==> config.mk <==
export PLATFORM = sky130hd
export DESIGN_NAME = exec_stage
export DESIGN_NICKNAME = d
export VERILOG_FILES = /design/src/rtl/cpu_pkg.sv /design/src/rtl/exec_mul_iter.sv /design/src/rtl/exec_stage.sv
export SDC_FILE = /design/constraint.sdc
export NUM_CORES = 1
export LEC_CHECK = 0
export CORE_UTILIZATION = 25
export DETAILED_ROUTE_END_ITERATION = 16
export HOLD_SLACK_MARGIN = 0.02
export MAX_ROUTING_LAYER = met4
export PLACE_DENSITY_LB_ADDON = 0.08
export SYNTH_ARGS = -nofsm -noshare
export SYNTH_HDL_FRONTEND = slang
export SYNTH_SLANG_ARGS = --single-unit
==> constraint.sdc <==
create_clock -name clk -period 10.8 [get_ports clk]
set_input_delay 3.24 -clock clk [delete_from_list [all_inputs] [get_ports clk]]
set_output_delay 3.24 -clock clk [all_outputs]
set_load 0.05 [all_outputs]
==> src/rtl/cpu_pkg.sv <==
// Shared types for the 16-bit CPU: opcodes, exec FSM states, exec output payload.
package cpu_pkg;

  localparam int unsigned DATA_W     = 16;
  localparam int unsigned REG_W      = 3;
  localparam int unsigned IMM_W      = 9;
  localparam int unsigned OP_W       = 4;
  localparam int unsigned MUL_CYCLES = 16;  // one shift-add per multiplier bit, so equals DATA_W

  typedef enum logic [OP_W-1:0] {
    OP_NOP   = 4'h0,
    OP_ADD   = 4'h1,
    OP_SUB   = 4'h2,
    OP_AND   = 4'h3,
    OP_OR    = 4'h4,
    OP_XOR   = 4'h5,
    OP_SHL   = 4'h6,
    OP_SHR   = 4'h7,
    OP_MUL   = 4'h8,
    OP_LI    = 4'h9,
    OP_ADDI6 = 4'hA,
    OP_LD    = 4'hB,
    OP_ST    = 4'hC,
    OP_ADDI  = 4'hE
  } op_e;

  typedef enum logic {
    S_IDLE = 1'b0,
    S_MUL  = 1'b1
  } state_e;

  typedef struct packed {
    logic              valid;
    logic [REG_W-1:0]  rd;
    logic [DATA_W-1:0] result;
    logic [DATA_W-1:0] wdata;
    logic              reg_we;
    logic              mem_rd;
    logic              mem_wr;
    logic              trap;
  } exec_out_t;

  // Sign-extend the 6-bit offset field
  function automatic logic [DATA_W-1:0] sext6(input logic [5:0] v);
    return {{(DATA_W-6){v[5]}}, v};
  endfunction

  // Sign-extend the full 9-bit immediate
  function automatic logic [DATA_W-1:0] sext9(input logic [IMM_W-1:0] v);
    return {{(DATA_W-IMM_W){v[IMM_W-1]}}, v};
  endfunction

endpackage

==> src/rtl/exec_mul_iter.sv <==
// Iterative shift-add multiplier: one step per cycle, low DATA_W bits of a*b.
module exec_mul_iter
  import cpu_pkg::*;
(
  input  logic              clk,
  input  logic              rst,
  input  logic              start,
  input  logic [DATA_W-1:0] a,
  input  logic [DATA_W-1:0] b,
  output logic              busy,
  output logic              done,
  output logic [DATA_W-1:0] product
);

  localparam int unsigned CNT_W = $clog2(MUL_CYCLES);

  logic [DATA_W-1:0] mcand_q;
  logic [DATA_W-1:0] mplier_q;
  logic [DATA_W-1:0] acc_q;
  logic [CNT_W-1:0]  cnt_q;

  // Operand latch on start, then one shift-add per cycle; done holds until next start
  always_ff @(posedge clk) begin
    if (rst) begin
      mcand_q  <= '0;
      mplier_q <= '0;
      acc_q    <= '0;
      cnt_q    <= '0;
      busy     <= 1'b0;
      done     <= 1'b0;
    end else if (start) begin
      mcand_q  <= a;
      mplier_q <= b;
      acc_q    <= '0;
      cnt_q    <= '0;
      busy     <= 1'b1;
      done     <= 1'b0;
    end else if (busy) begin
      if (mplier_q[0]) acc_q <= acc_q + mcand_q;
      mcand_q  <= mcand_q << 1;
      mplier_q <= mplier_q >> 1;
      cnt_q    <= cnt_q + CNT_W'(1);
      if (cnt_q == CNT_W'(MUL_CYCLES - 1)) begin
        busy <= 1'b0;
        done <= 1'b1;
      end
    end
  end

  assign product = acc_q;

endmodule

==> src/rtl/exec_stage.sv <==
// Execute stage: ALU / address generation with a registered valid/ready output.
// Optional iterative multiply is enabled by defining EXEC_MUL_EN; otherwise MUL traps.
module exec_stage
  import cpu_pkg::*;
(
  input  logic              clk,
  input  logic              rst,
  input  logic              in_valid,
  output logic              in_ready,
  input  logic [OP_W-1:0]   in_op,
  input  logic [REG_W-1:0]  in_rd,
  input  logic [DATA_W-1:0] in_a,
  input  logic [DATA_W-1:0] in_b,
  input  logic [IMM_W-1:0]  in_imm,
  output logic              out_valid,
  input  logic              out_ready,
  output logic [REG_W-1:0]  out_rd,
  output logic [DATA_W-1:0] out_result,
  output logic [DATA_W-1:0] out_wdata,
  output logic              out_reg_we,
  output logic              out_mem_rd,
  output logic              out_mem_wr,
  output logic              out_trap
);

  exec_out_t out_q;
  exec_out_t out_d;
  exec_out_t dec_c;
  op_e       op_c;
  logic      accept_c;

  assign op_c     = op_e'(in_op);
  assign accept_c = in_valid && in_ready;

  // Single-cycle result for the incoming instruction
  always_comb begin
    dec_c        = '0;
    dec_c.valid  = 1'b1;
    dec_c.rd     = in_rd;
    dec_c.reg_we = 1'b1;
    case (op_c)
      OP_NOP:   dec_c.reg_we = 1'b0;
      OP_ADD:   dec_c.result = in_a + in_b;
      OP_SUB:   dec_c.result = in_a - in_b;
      OP_AND:   dec_c.result = in_a & in_b;
      OP_OR:    dec_c.result = in_a | in_b;
      OP_XOR:   dec_c.result = in_a ^ in_b;
      OP_SHL:   dec_c.result = in_a << in_b[3:0];
      OP_SHR:   dec_c.result = in_a >> in_b[3:0];
      OP_LI:    dec_c.result = DATA_W'(in_imm);
      OP_ADDI6: dec_c.result = in_a + sext6(in_imm[5:0]);
      OP_LD: begin
        dec_c.result = in_a + sext6(in_imm[5:0]);
        dec_c.mem_rd = 1'b1;
      end
      OP_ST: begin
        dec_c.result = in_a + sext6(in_imm[5:0]);
        dec_c.wdata  = in_b;
        dec_c.reg_we = 1'b0;
        dec_c.mem_wr = 1'b1;
      end
      OP_ADDI:  dec_c.result = in_a + sext9(in_imm);
`ifdef EXEC_MUL_EN
      OP_MUL:   dec_c.result = '0;  // real result comes from the multiplier
`endif
      default: begin
        dec_c.trap   = 1'b1;
        dec_c.reg_we = 1'b0;
      end
    endcase
  end

`ifdef EXEC_MUL_EN
  state_e            state_q;
  state_e            state_d;
  logic [REG_W-1:0]  mul_rd_q;
  logic              mul_start_c;
  logic              mul_busy;
  logic              mul_done;
  logic [DATA_W-1:0] mul_prod;

  exec_mul_iter u_mul (
    .clk     (clk),
    .rst     (rst),
    .start   (mul_start_c),
    .a       (in_a),
    .b       (in_b),
    .busy    (mul_busy),
    .done    (mul_done),
    .product (mul_prod)
  );

  assign in_ready = (state_q == S_IDLE) && (!out_q.valid || out_ready);

  // Next state and output-register load
  always_comb begin
    state_d     = state_q;
    out_d       = out_q;
    out_d.valid = out_q.valid && !out_ready;
    mul_start_c = 1'b0;
    case (state_q)
      S_IDLE: begin
        if (accept_c) begin
          if (op_c == OP_MUL) begin
            mul_start_c = 1'b1;
            state_d     = S_MUL;
          end else begin
            out_d = dec_c;
          end
        end
      end
      S_MUL: begin
        // finished product waits only if the slot is still occupied
        if (mul_done && !mul_busy && (!out_q.valid || out_ready)) begin
          out_d        = '0;
          out_d.valid  = 1'b1;
          out_d.rd     = mul_rd_q;
          out_d.result = mul_prod;
          out_d.reg_we = 1'b1;
          state_d      = S_IDLE;
        end
      end
      default: state_d = S_IDLE;
    endcase
  end

  // FSM state and destination index of the multiply in flight
  always_ff @(posedge clk) begin
    if (rst) begin
      state_q  <= S_IDLE;
      mul_rd_q <= '0;
    end else begin
      state_q <= state_d;
      if (mul_start_c) mul_rd_q <= in_rd;
    end
  end
`else
  assign in_ready = !out_q.valid || out_ready;

  // Output-register load: new result or release of the consumed one
  always_comb begin
    out_d       = out_q;
    out_d.valid = out_q.valid && !out_ready;
    if (accept_c) out_d = dec_c;
  end
`endif

  // Output register toward writeback
  always_ff @(posedge clk) begin
    if (rst) out_q <= '0;
    else     out_q <= out_d;
  end

  assign out_valid  = out_q.valid;
  assign out_rd     = out_q.rd;
  assign out_result = out_q.result;
  assign out_wdata  = out_q.wdata;
  assign out_reg_we = out_q.reg_we;
  assign out_mem_rd = out_q.mem_rd;
  assign out_mem_wr = out_q.mem_wr;
  assign out_trap   = out_q.trap;

endmodule

# Yosys cells after proc, flatten, opt, wreduce, memory -nomap -nowiden
# Index checks and enable logic that the tools add are counted.
word_totals:
  register_bits: 40
  latch_bits: 0
  mem_bits_rw: 0
  mem_bits_ro: 0
  inputBits: 52
  out_inout_bits: 41
  wordCells: 45
  mem_count: 0
classes:
  n_addsub: 4
  n_mul: 0
  n_div: 0
  magnitude_cmp: 0
  n_eq_ne: 12
  shifts: 2
  n_mux: 7
  bitwise_logic: 3
  reduce_logical: 9
ops:
  columns: ["operator", "count"]
  rows:
  - ["case mux 16 bit (10 select lines)", 1]
  - ["adder 16 bit", 3]
  - ["2-to-1 mux 40 bit", 1]
  - ["equality test 4 bit, second input constant", 5]
  - ["AND 16 bit", 1]
  - ["equality test 4 x 3 -> 1 bit, second input constant", 4]
  - ["2-to-1 mux 16 bit", 1]
  - ["OR 16 bit", 1]
  - ["<< shifter 16 x 4 -> 16 bit", 1]
  - [">> shifter 16 x 4 -> 16 bit", 1]
  - ["subtractor 16 bit", 1]
  - ["bitwise XOR 16 bit", 1]
  - ["OR reduction 13 bit", 1]
  - ["OR reduction 11 bit", 1]
  - ["equality test 4 x 2 -> 1 bit, second input constant", 2]
  - ["equality test 4 x 1 -> 1 bit, second input constant", 1]
  - ["zero test 4 bit", 1]
  - ["2-to-1 mux 1 bit", 4]
  - ["OR reduction 3 bit", 1]
  - ["logical AND 1 bit", 2]
  - ["zero test 1 bit", 2]
  - ["logical OR 1 bit", 1]

# Depth between registers and ports, before layout
# Gate-level depths: netlist of run 1.
logic_depth:
  ltp_word: 4
  depth_mapped: 18
  depth_no_buf: 16

# Worst setup path before layout of run 1
# OpenSTA, ideal clock, no wires.
synth_path:
  path_type: "in2out"
  startpoint: "input port out_ready"
  endpoint: "output port in_ready"
  arrival_time_ns: 3.689
  required_time_ns: 7.560
  path_slack_ns: 3.871
  cell_stages: 1
  path_cell_list: "nand2b_1"
synth_via:
  elab_chain_len: 1
synth_lines:
  columns: ["element", "line", "rtl"]
  rows:
  - ["start, declared", "exec_stage.sv:16", "input logic out_ready,"]
  - ["logical OR 1 bit", "exec_stage.sv:138", "assign in_ready = !out_q.valid || out_ready;"]
  - ["end, declared", "exec_stage.sv:9", "output logic in_ready,"]
# Every way passes these cells.

# Final worst setup path of run 1
# Ends and elaborated chain as after synthesis.

==> results of run 1 <==
-- worst paths after layout --
path                                       end  cells after the start      start  slack [ns]
worst max register to register  out_result[14]                      8  out_valid        8.75
worst min-delay path                 out_rd[2]                      2  out_rd[2]        0.45
worst max-delay path                  in_ready                      3  out_ready        2.88
worst min register to register       out_rd[2]                      2  out_rd[2]        0.45
-- where the power goes --
group	total (uW)	internal, uW	switching, uW
sequential	160	155	5.10
clock	151	84.2	66.3
combinational	281	102	178
total	591	341	250
-- stage by stage --
step	setup slack, ns	utilization	cell area (um^2)	hold WS, ns	std cells
2_1_floorplan	3.87	-	5160	0.671	707
3_3_place_gp	2.86	0.309	6260	0.441	1031
3_5_place_dp	2.73	0.309	6260	0.447	1031
4_1_cts	2.88	0.316	6390	0.455	1038
5_1_grt	2.73	0.316	6390	0.489	1038
6_report	2.88	0.316	6390	0.452	1038
-- metal layers --
| metal | vias to the layer above | share of wire |
|---|---|---|
| met4 | 0 | 0.027 |
| met5 | - | 0 |
| met3 | 35 | 0.054 |
| li1 | 2735 | - |
| met2 | 235 | 0.47 |
| met1 | 2789 | 0.45 |
-- cell type report --
class | instances | area (um^2) | share of cell area
sequential | 40 | 801 | 0.125
multi-input combinational | 581 | 4000 | 0.626
inverter | 39 | 146 | 0.0229
clock buffer | 6 | 129 | 0.0202
timing repair buffer | 101 | 973 | 0.152
clock inverter | 1 | 5.00 | 0.000783
tap | 270 | 338 | 0.0529
-- worst max-delay path, cell delays in order --
cell and delay [ns]:
clkdlybuf4s50_1 0.45, nand2b_1 0.16, clkdlybuf4s50_1 0.82
-- synth_stat cells, types with 13 or more instances --
master | number | area (um^2)
a211oi_1 | 18 | 135
a22oi_1 | 27 | 203
o21ai_0 | 47 | 235
dfxtp_1 | 40 | 801
mux2i_1 | 30 | 300
buf_2 | 14 | 70.1
nand3_1 | 13 | 65.1
ha_1 | 52 | 651
a21oi_1 | 62 | 310
inv_1 | 37 | 139
clkbuf_1 | 25 | 93.8
nor3_1 | 20 | 100
nor2_1 | 93 | 349
nand2_1 | 52 | 195
-- flip-flops by register name (all words and copies together), names as in the netlist --
register    count
out_result     16
out_wdata      16
out_rd          3
out_mem_rd      1
out_mem_wr      1
out_reg_we      1
out_trap        1
out_valid       1
-- cells by family after synthesis --
logic type | after synthesis | synth area share
XOR/XNOR | 9 | 0.0153
AND/OR/NAND/NOR | 241 | 0.227
AO/OA/AOI/OAI | 234 | 0.298
buffers and inverters | 86 | 0.0704
flip-flops | 40 | 0.155
multiplexers | 44 | 0.104
adder cells (fa/ha/maj) | 53 | 0.130
==> impl_metrics.ini, run 1 <==
[status]
status = completed

[detailed_routing]
wirelength_mm = 23.5
drt-wirelength-per-cell_um = 22.6
route.detailed.drc = 0
vias = 5794
drt_first_pass_iters = 5
ant_nets = 0
drtIter0Drc = 461
vias_per_cell = 5.58

[clock_network]
clock_path_buffers = 2
clkTransAtPathRegs_ns = 0.06
clock_latency_ns = 0.30
numCtsBuffers = 5
cts_tree = yes
ctsHoldBuffers = 0
ctsResizeCount = 0
numClockSinks = 40
root_buffer = clkbuf_16
postCtsSetupBuffers = 0
htree_num_levels = 2

[synth]
synth.distinct_cells = 76
ys_ff_latch = 40
syn-cell-area_mm2 = 0.00516
synth_edf_count = 0
synth_cells = 707
ys_seq_area_frac = 0.155
synth_area_per_cell_um2 = 7.29
syn-num-nets = 812
yosysWarnings = 0
synthFlopType = dfxtp_1
synth-async-reset-ratio = 0

[timing]
relSlewSlack = 0.186
clock_skew_ns = 0.0105
hold_violations = 0
final-setup-viol-count = 0
rsz0062_at_grt = false
min_period_ns = 7.92
finalCritPeriodShare = 0.733
slew_viol_final = 0
timing.setup.tns_ns = 0
tightest_slew_ns = 1.22
fmax_mhz = 126

[setup_path]
critical_path.max_fanout = 4
cp_data_required_time_ns = 7.56
path_class = in2out
cp-start-kind = primary input
endpoint_kind = output pin
worstPathArrival_ns = 4.68

[floorplan]
core_mm2 = 0.0202
fp.dieH_um = 146
die_x_um = 146
ios = 93
rows = 52
initial_core_util = 0.255
die_area_mm2 = 0.0212

[global_route]
top_usage_layer = met2
use_met1 = 0.295
antenna_found_initial = 0
grt_pass1_vias = 5644
overflow = 0
grt_max_degree = 50
met3_usage = 0.0298
grtUsageTotal = 0.228
use_met2 = 0.363
grt_first_pass_wirelength_mm = 35.4

[final_layout]
final_cell_mix = nor2_1, clkdlybuf4s50_1, a21oi_1
filler_cell_count = 2209
drive_above_1_share = 0.0599
final_nets = 873
area_growth_pct = 23.9
diodes = 0
final_common_cell = nor2_1

[pwr]
power.leakage_uw = 0.00248
power_density_mw_per_mm2 = 92.5
finalPower_uw = 591
ir_worst_vdd_v = 0.0000536

[min_path]
hp-class = reg2reg

[place]
portBuffers = 92
place.gp.congestion = 0.899
dp_hpwl_mm = 17.6

[run]
max_cap_violations = 0
No activity file was read; power rests on OpenSTA's default activity.
==> run 2: changes to the inputs <==
- clock period: 10.8 -> 7.5 ns (I/O delays scaled with it)
==> run 2 against run 1 <==
  * Worst setup slack got worse by 1.8 ns
  * Via count increased by 0.14%
  * Clock skew decreased by 0.0030 ns
  * Count of clock-buffer cells in the layout unchanged
  * First-iteration DRC count increased by 32%
  * Cell area increased by 0.94%
  * Sequential power increased by 44%
  * Die area unchanged
  * Sequential cell count unchanged
  * Clock power increased by 68%
  * Critical endpoint is now out_result[13]
  * Routed wire length decreased by 1.6%
  * Critical path depth increased by 11
==> impl_metrics.ini, run 2 (synthesis gave the netlist of run 1 again) <==
[timing]
clock_skew_ns = 0.00754
timing.setup.tns_ns = 0
tightest_slew_ns = 1.01
final-setup-viol-count = 0
min_period_ns = 6.40
hold_violations = 0
relSlewSlack = 0.325
finalCritPeriodShare = 0.853
slew_viol_final = 0
fmax_mhz = 156
rsz0062_at_grt = false

[setup_path]
path_buf_inv = 2
endpoint_kind = flop
path_class = in2reg
path_delay_family = compound AO/OA/AOI/OAI gates
cp-start-kind = primary input
cpPeakStageDelay_ns = 0.77
worstPathArrival_ns = 6.61
cp_data_required_time_ns = 7.71
worst_path_max_delay_cell = clkdlybuf4s50_1
cpMostUsedCell = a21oi_1
worstPathCellList = clkdlybuf4s50_1 -> nand2b_1 -> nor3_1 -> buf_4 -> a21oi_1 -> o21ai_0 -> a21oi_1 -> ha_1 -> a2111o_1 -> o221ai_1 -> o31ai_1 -> a31oi_1 -> mux2_2 -> a221oi_2
critical_path.max_fanout = 20

[clock_network]
numCtsBuffers = 5
clock_path_buffers = 2
htree_num_levels = 2
postCtsSetupBuffers = 0
ctsResizeCount = 0
cts_tree = yes
clkTransAtPathRegs_ns = 0.07
root_buffer = clkbuf_16
clock_latency_ns = 0.30
ctsHoldBuffers = 0
numClockSinks = 40

[final_layout]
final_nets = 877
drive_above_1_share = 0.0660
diodes = 0
final_cell_mix = nor2_1, clkdlybuf4s50_1, a21oi_1
final_common_cell = nor2_1
area_growth_pct = 25.1

[global_route]
met3_usage = 0.0335
use_met1 = 0.294
grt_first_pass_wirelength_mm = 35.5
grt_pass1_vias = 5660
top_usage_layer = met2
antenna_found_initial = 0
grtUsageTotal = 0.227
grt_max_degree = 46
use_met2 = 0.356
overflow = 0

[pwr]
power_frac_clock = 0.286
pwr-share-comb = 0.456
power_switching_uw = 359
power_density_mw_per_mm2 = 138
power.leakage_uw = 0.00252
internal_power_uw = 529
switching_share = 0.404
finalPower_uw = 887
ir_worst_vdd_v = 0.0000770
seqPwrFrac = 0.259

[floorplan]
die_area_mm2 = 0.0212
fp.dieH_um = 146
core_mm2 = 0.0202
initial_core_util = 0.255
ios = 93
rows = 52
die_x_um = 146

[detailed_routing]
drtIter0Drc = 610
ant_nets = 0
drt_first_pass_iters = 5
route.detailed.drc = 0
vias = 5802
wirelength_mm = 23.1
drt-wirelength-per-cell_um = 22.1
vias_per_cell = 5.56

[place]
place.gp.congestion = 0.892
portBuffers = 92
dp_hpwl_mm = 17.9

[min_path]
hp-class = reg2reg

[run]
max_cap_violations = 0

[status]
status = completed
[run 2: layout make-up]
class / instances / area, um^2
Clock buffer: 6 / 129
Clock inverter: 2 / 35.0
Fill cell: 2210 / 13800
Inverter: 39 / 146
Multi-Input combinational cell: 581 / 4000
Sequential cell: 40 / 801
Tap cell: 270 / 338
Timing Repair Buffer: 105 / 1000
[run 2: power groups by stage]
stage / sequential [uW] / combinational (uW) / clock, uW
global placement: 234 / 402 / 0
finish: 230 / 404 / 253
detailed placement: 234 / 401 / 0
CTS: 230 / 402 / 264
global route: 231 / 436 / 269
floorplan: 267 / 217 / 0
[run 2: through the flow]
stage          worst slack, ns  cell area, um^2   util  instances  hold slack [ns]
6_report                  1.10             6450  0.319       1043            0.456
5_1_grt                  0.684             6450  0.319       1043            0.486
4_1_cts                   1.16             6450  0.319       1043            0.462
3_5_place_dp             0.847             6290  0.311       1035            0.453
3_3_place_gp              1.02             6290  0.311       1035            0.441
2_1_floorplan             1.66             5160      -        707            0.671
[run 2: path summary, 6_finish.rpt]
path	endpoint	from	slack (ns)	cells past startpoint
setup / recovery	out_result[13]	in_op[1]	1.10	14
hold / removal	out_rd[0]	out_rd[0]	0.46	2
setup reg to reg	out_result[12]	out_valid	5.07	7
hold reg to reg	out_rd[0]	out_rd[0]	0.46	2
[run 2: worst reg2reg max path, stage by stage, from the launching register on]
cell and delay, ns:
dfxtp_1 0.31, nand2b_1 0.12, nand2_1 0.49, buf_4 0.42, a221oi_1 0.48, o211ai_1 0.25, a2bb2oi_1 0.20, nand2_1 0.06
[run 2: routing by layer]
| metal | vias up | wire [um] |
|---|---|---|
| met4 | 0 | 790 |
| li1 | 2740 | - |
| met3 | 46 | 1270 |
| met2 | 230 | 10600 |
| met1 | 2786 | 10400 |
| met5 | - | 0 |
==> run 3: changes to the inputs <==
- SKIP_CTS_REPAIR_TIMING: not set -> 1
==> results of run 3 <==
Same layout as run 2: the final DEF is identical, and so are final timing and power.
